`src/rtl/rns_pkg.sv`:
```
// Shared constants and range/correction helpers for the RNS modular-reduction datapath.
package rns_pkg;
  localparam int RNS_W    = 8;
  localparam int RNS_M    = 251;
  localparam int RNS_MAXW = 31;

  // Raw add/sub results are zero-extended into this container so helpers stay width-agnostic.
  typedef logic [RNS_MAXW:0] rns_raw_t;

  function automatic logic rns_range_err(input rns_raw_t v, input logic sub,
                                         input int w, input int m);
    logic [63:0] vv;
    logic [63:0] span;
    vv   = 64'(v);
    span = 64'd1 << (w + 1);
    if (!sub) return vv > 64'(2 * m - 2);
    if (vv >= (span >> 1)) return vv < (span - 64'(m - 1));
    return vv > 64'(m - 1);
  endfunction

  function automatic logic rns_needs_fix(input rns_raw_t v, input logic sub,
                                         input int w, input int m);
    if (sub) return ((64'(v) >> w) & 64'd1) != 64'd0;
    return 64'(v) >= 64'(m);
  endfunction

  // Only the low W bits are meaningful; the add/sub wraps into the residue range.
  function automatic rns_raw_t rns_correct(input rns_raw_t v, input logic sub, input int m);
    return sub ? (v + rns_raw_t'(m)) : (v - rns_raw_t'(m));
  endfunction
endpackage

```
`src/rtl/rns_pipe_reg.sv`:
```
// Single-entry valid/ready register slice; accepts whenever empty or draining.
module rns_pipe_reg #(
  parameter int DW = 8
) (
  input  logic          clk,
  input  logic          rst_n,
  input  logic          in_valid,
  output logic          in_ready,
  input  logic [DW-1:0] in_data,
  output logic          out_valid,
  input  logic          out_ready,
  output logic [DW-1:0] out_data
);
  logic          vld_q, vld_d;
  logic [DW-1:0] data_q, data_d;

  assign in_ready  = !vld_q || out_ready;
  assign out_valid = vld_q;
  assign out_data  = data_q;

  always_comb begin
    vld_d  = vld_q;
    data_d = data_q;
    if (in_ready) begin
      vld_d = in_valid;
      if (in_valid) data_d = in_data;
    end
  end

  always_ff @(posedge clk or negedge rst_n) begin
    if (!rst_n) begin
      vld_q  <= 1'b0;
      data_q <= '0;
    end else begin
      vld_q  <= vld_d;
      data_q <= data_d;
    end
  end
endmodule

```
`src/rtl/rns_mod_reduce.sv`:
```
// Two-stage elastic reduction of a raw add/sub result into [0, M-1].
// Define RNS_MOD_REDUCE_STATS_EN to add a saturating err_cnt output.
module rns_mod_reduce
  import rns_pkg::*;
#(
  parameter int W = RNS_W,
  parameter int M = RNS_M
) (
  input  logic         clk,
  input  logic         rst_n,
  input  logic         in_valid,
  output logic         in_ready,
  input  logic         in_sub,
  input  logic [W:0]   in_val,
  output logic         out_valid,
  input  logic         out_ready,
  output logic [W-1:0] out_res,
  output logic         out_err
`ifdef RNS_MOD_REDUCE_STATS_EN
  ,
  output logic [15:0]  err_cnt
`endif
);
  localparam int S1W = W + 4;
  localparam int S2W = W + 1;

  if (W < 1 || W > 30 || M < 2 || M >= (1 << W)) begin : g_param_chk
    $error("rns_mod_reduce: need 2 <= M < 2**W and 1 <= W <= 30");
  end

  logic [S1W-1:0] s1_in, s1_out;
  logic [S2W-1:0] s2_in, s2_out;
  logic           s1_vld, s2_rdy;
  logic           s1_sub, s1_fix, s1_err;
  logic [W:0]     s1_val;
  logic [W-1:0]   s2_res;

  // Flags are resolved before S1 so S2 only has one add/sub on its path.
  always_comb begin
    s1_in = {in_sub,
             rns_needs_fix(rns_raw_t'(in_val), in_sub, W, M),
             rns_range_err(rns_raw_t'(in_val), in_sub, W, M),
             in_val};
  end

  rns_pipe_reg #(.DW(S1W)) u_s1 (
    .clk      (clk),
    .rst_n    (rst_n),
    .in_valid (in_valid),
    .in_ready (in_ready),
    .in_data  (s1_in),
    .out_valid(s1_vld),
    .out_ready(s2_rdy),
    .out_data (s1_out)
  );

  assign {s1_sub, s1_fix, s1_err, s1_val} = s1_out;

  // Out-of-range inputs pass their low bits through untouched.
  always_comb begin
    s2_res = s1_val[W-1:0];
    if (!s1_err && s1_fix) s2_res = W'(rns_correct(rns_raw_t'(s1_val), s1_sub, M));
    s2_in = {s1_err, s2_res};
  end

  rns_pipe_reg #(.DW(S2W)) u_s2 (
    .clk      (clk),
    .rst_n    (rst_n),
    .in_valid (s1_vld),
    .in_ready (s2_rdy),
    .in_data  (s2_in),
    .out_valid(out_valid),
    .out_ready(out_ready),
    .out_data (s2_out)
  );

  assign {out_err, out_res} = s2_out;

`ifdef RNS_MOD_REDUCE_STATS_EN
  logic [15:0] err_cnt_q, err_cnt_d;

  always_comb begin
    err_cnt_d = err_cnt_q;
    if (out_valid && out_ready && out_err && err_cnt_q != 16'hFFFF)
      err_cnt_d = err_cnt_q + 16'd1;
  end

  always_ff @(posedge clk or negedge rst_n) begin
    if (!rst_n) err_cnt_q <= '0;
    else        err_cnt_q <= err_cnt_d;
  end

  assign err_cnt = err_cnt_q;
`endif
endmodule
```
`config.mk`:
```
export PLATFORM = sky130hd
export DESIGN_NAME = rns_mod_reduce
export DESIGN_NICKNAME = d
export VERILOG_FILES = /design/src/rtl/rns_pkg.sv /design/src/rtl/rns_pipe_reg.sv /design/src/rtl/rns_mod_reduce.sv
export SDC_FILE = /design/constraint.sdc
export NUM_CORES = 1
export LEC_CHECK = 0
export ABC_AREA = 0
export CAP_MARGIN = 20
export CORE_MARGIN = 2
export CORE_UTILIZATION = 25
export DETAILED_ROUTE_END_ITERATION = 8
export HOLD_SLACK_MARGIN = 0.08
export SLEW_MARGIN = 10
export SYNTH_ARGS = -nofsm -noshare
export SYNTH_HDL_FRONTEND = slang
export SYNTH_SLANG_ARGS = --single-unit
```
`constraint.sdc`:
```
create_clock -name clk -period 4.7 [get_ports clk]
set_input_delay 1.41 -clock clk [delete_from_list [all_inputs] [get_ports clk]]
set_output_delay 1.41 -clock clk [all_outputs]
set_load 0.02 [all_outputs]
```
; Word-level counts from Yosys, hierarchy flattened
; Cells that the tools add are included.
[word_totals]
in_bits = 14
regBits = 23
[classes]
n_reduce_logical = 8
n_addsub = 2
n_mux = 11
order_cmp = 5
[ops]
columns = op, n
row1 = two-way mux 8 bit, 2
row2 = "greater-or-equal comparator 9 x 8 -> 1 bit, second input constant", 1
row3 = "greater-or-equal comparator 9 bit, second input constant", 1
row4 = "greater-than comparator 9 x 8 -> 1 bit, second input constant", 1
row5 = "greater-than comparator 9 bit, second input constant", 1
row6 = "less-than comparator 9 bit, second input constant", 1
row7 = two-way mux 1 bit, 9
row8 = "adder 8 bit, second input constant", 1
row9 = "subtractor 8 bit, second input constant", 1
row10 = AND reduction 2 bit, 2
row11 = zero test 1 bit, 3
row12 = logical OR 1 bit, 2
row13 = logical AND 1 bit, 1

; Depth between registers and ports, before layout
[logic_depth]
ltp_word = 5
ltp_mapped = 7
ltp_nobuf = 7

; Modules after synthesis
; From an unflattened synthesis, not the netlist that was laid out.
[unflattened]
hier_cells = 124
hier_area_um2 = 1442.6
[modules_own_cells]
columns = mod, cells_each, area_per_inst_um2, n_inst
row1 = rns_pipe_reg at u_s1, 29, 550.5, 1
row2 = rns_mod_reduce, 73, 466.7, 1
row3 = rns_pipe_reg at u_s2, 22, 425.4, 1

; Least setup slack after synthesis
; OpenSTA, ideal clock, no wires.
[synth_timing]
path_kind = input to output
startpoint = in out_ready
endpoint = out in_ready
slack_ps = 1597
t_arrival_ps = 1693
path_buffers = 0
cell_stages = 1
cell_sequence = nand3b_1
[synth_via]
elab_chain_cells = 2
[synth_lines]
columns = item, line
row1 = "start, declared", rns_mod_reduce.sv:16  ; input logic out_ready,
row2 = logical OR 1 bit (2 in series), rns_pipe_reg.sv:17  ; assign in_ready = !vld_q || out_ready;
row3 = "end, declared", rns_mod_reduce.sv:12  ; output logic in_ready,
; Every way passes these cells.

; Worst setup path in the final report
; Ends and elaborated chain as after synthesis.

==> results by group <==
Status
  • Status: complete, no violations

Placed design
  • GP Congestion: 0.807
  • Post-DP HPWL: 2160 um
  • Post-place setup slack: 663 ps
  • IO buf count: 24

Pwr
  • Switching fraction of total power: 35.1%
  • Logic gate share of total power: 41.0%
  • Pint: 0.409 mW
  • Clk pwr share: a little under a fifth
  • Net Switching: 0.221 mW
  • Pwr per Cell Area: 377 mW/mm^2
  • Maximum vdd drop: 0.0912 mV
  • Sequential group share of total power: between 40% and 50%
  • Leak: 0.693 nW

Layout
  • # diodes: 0
  • Fillers: 553
  • Final #Nets: 185
  • Layout cell share with drive strength beyond 1: under 10%
  • Area grow syn2layout: 28.2%

Setup path
  • CP startpoint kind: input pin
  • Worst setup path class: in -> out
  • R2r worst-path depth: 7
  • Worst setup EP type: output pin
  • R2R Path End: u_s2.out_data[7]
  • Critical R2R Launch: u_s1.out_data[11]
  • R2R Setup Slk: 2360 ps
  • Critical Path RT: 3290 ps
  • CP max FO: 3
  • Arr. time, crit path: 2620 ps

Global routing
  • Largest net degree at the start of global routing: 23
  • Vias in the first global route: about 1.1k
  • Initial antenna violation count: 0
  • First-pass GRT wire length: 5090 um
  • Total global-route track usage: 10.6%
  • Total grt overflow: 0

Routing
  • Drc violations: 0
  • DRT iter0 DRCs: 54
  • Pre-antenna DRT Iters: 4
  • Routed length per instance: between 10 and 15 um
  • Via density: 4.67
  • WL final: around 2800 um
  • DR vias: 1083
  • ANT nets after route: 0

STA
  • Worst Tran Pin Value: about 600 ps
  • RSZ-0062 raised after global routing: false
  • Max Slew Vio Count: 0
  • Hold Vio Cnt, Final: 0
  • Fin Clk Skew: just under 2 ps
  • Setup_tns: 0 ps
  • Worst setup margin: 667 ps
  • Fmax: 0.248 GHz
  • Period utilization: between 80 and 90%
  • Final setup vio count: 0
  • Tmin final: 4030 ps
  • Slew HR: 61.0%

Synth
  • Top cells by count, synth: dfrtp_1, nand2_1, o21ai_0
  • Cells after synthesis: about 140
  • Post-synth EDFFs: 0
  • Most used DFF post-synth: dfrtp_1
  • Most frequent cell after synthesis: dfrtp_1
  • Cell variety after synth: 39
  • Yosys warning total: 0
  • Post-Syn Area: 0.00130 sq mm
  • Synth Area per Inst: 9.45 sq um
  • Syn nets: roughly 160
  • Post-synth top area cell: dfrtp_1
  • Synth Register Bits: 22
  • Sequential area share after synthesis: 42.2%
  • Top post-synthesis cells by area: dfrtp_1, mux2_2, ha_1, nand2_1, o21ai_0
  • FFs w/ async S/R, synth: 100%
  • Yosys top cell area share: 42.2%

Min path
  • Hold Path Depth: 2
  • Tightest Hold Check Type: reg -> reg
  • Worst hold path endpoint: u_s2.out_data[0]
  • HP Start: u_s2.out_data[0]

Floorplan
  • Initial core utilization: 25.7%
  • Die Height: approximately 76 um
  • # IOs: 25
  • Core Region: 0.00507 sq mm
  • Row cnt: 26
  • Die ar.: ~0.0058 sq mm
  • Chip width: 76.2 um

Clocking
  • CTS tree: done
  • Clock root cell: clkbuf_8
  • Post-CTS Setup Bufs: 0
  • CTS buffer count: 3
  • TritonCTS Sinks: 22
  • Worst skew pair latency: 260 ps
  • Post-CTS Hold Fix Bufs: 0
  • Clock Path Buffers: 2
  • Reg clk slew, reported paths: around 80 ps
  • Post_cts resized: 0
  • H-tree levels: 1

Job
  • Max_cap viols: 0
## state kept, by name, summed over array words and instances (netlist names)
name	count
u_s2.out_valid	1
u_s1.out_valid	1
u_s1.out_data	11
u_s2.out_data	9
## critical path: stages
cell and delay, ps:
clkdlybuf4s50_1 460, nand3b_1 140, clkdlybuf4s50_1 610
## worst max-delay path by stage
stage | end | start | cells past startpoint | slack (ps)
global placement | in_ready | out_ready | 3 | 660
global route | in_ready | out_ready | 3 | 590
detailed placement | in_ready | out_ready | 3 | 660
finish | in_ready | out_ready | 3 | 670
floorplan | in_ready | out_ready | 1 | 1600
CTS | in_ready | out_ready | 3 | 660
## routing by layer
| metal | vias up | track usage [%] | share of wire [%] |
|---|---|---|---|
| met2 | 17 | 16.2 | 44 |
| met3 | 2 | 2.37 | 3.6 |
| li1 | 556 | - | - |
| met5 | - | 0 | 0 |
| met1 | 508 | 14.7 | 52 |
| met4 | 0 | 3.82 | 0.61 |
## power groups by stage
stage               clock network, mW  logic [mW]  registers [mW]
global placement                    0       0.255           0.258
CTS                             0.122       0.261           0.255
detailed placement                  0       0.260           0.258
finish                          0.118       0.259           0.254
floorplan                           0       0.140           0.281
global route                    0.126       0.290           0.260
## per-stage QoR
step                      util (%)  cell area (sq um)  power [mW]  hold WS (ps)  cells
after floorplan                  -               1300       0.421           478    138
after global placement        31.8               1620       0.513           468    228
after detailed placement      31.8               1620       0.518           471    228
after CTS                     32.6               1660       0.637           488    231
after global routing          32.9               1670       0.676           516    232
final                         32.9               1670       0.630           479    232
## cells by family (layout without fill, tap and decap cells)
logic type | after synthesis | after routing | synth area share [%]
compound gates | 37 | 37 | 17.8
xor+xnor | 1 | 1 | 0.672
fa+ha+maj | 7 | 7 | 7.29
buf+inv | 8 | 32 | 2.40
flops | 22 | 22 | 42.2
mux | 10 | 10 | 8.54
simple gates | 53 | 53 | 21.1
## final cells by class
cell class	count	area, sq um	share of cell area, %
Multi-Input combinational cell	108	722	43.2
Sequential cell	22	551	32.9
Timing Repair Buffer	25	255	15.3
Tap cell	70	87.6	5.24
Clock buffer	3	41.3	2.47
Inverter	4	15.0	0.898
## cells in the final DEF, fill, tap and decap left out, types with 2 or more instances in the layout
| cell | instances |
|---|---|
| ha_1 | 6 |
| clkdlybuf4s50_1 | 24 |
| nand2b_1 | 3 |
| dfrtp_1 | 22 |
| clkbuf_8 | 3 |
| nor3_1 | 5 |
| o21ai_0 | 12 |
| nor2_1 | 9 |
| nor4_1 | 2 |
| o21a_1 | 2 |
| nand4_1 | 2 |
| nand3_1 | 6 |
| nand2_1 | 17 |
| a211oi_1 | 2 |
| inv_1 | 4 |
| mux2_2 | 9 |
| a21oi_1 | 11 |
Power figures use the tool's default switching activity.
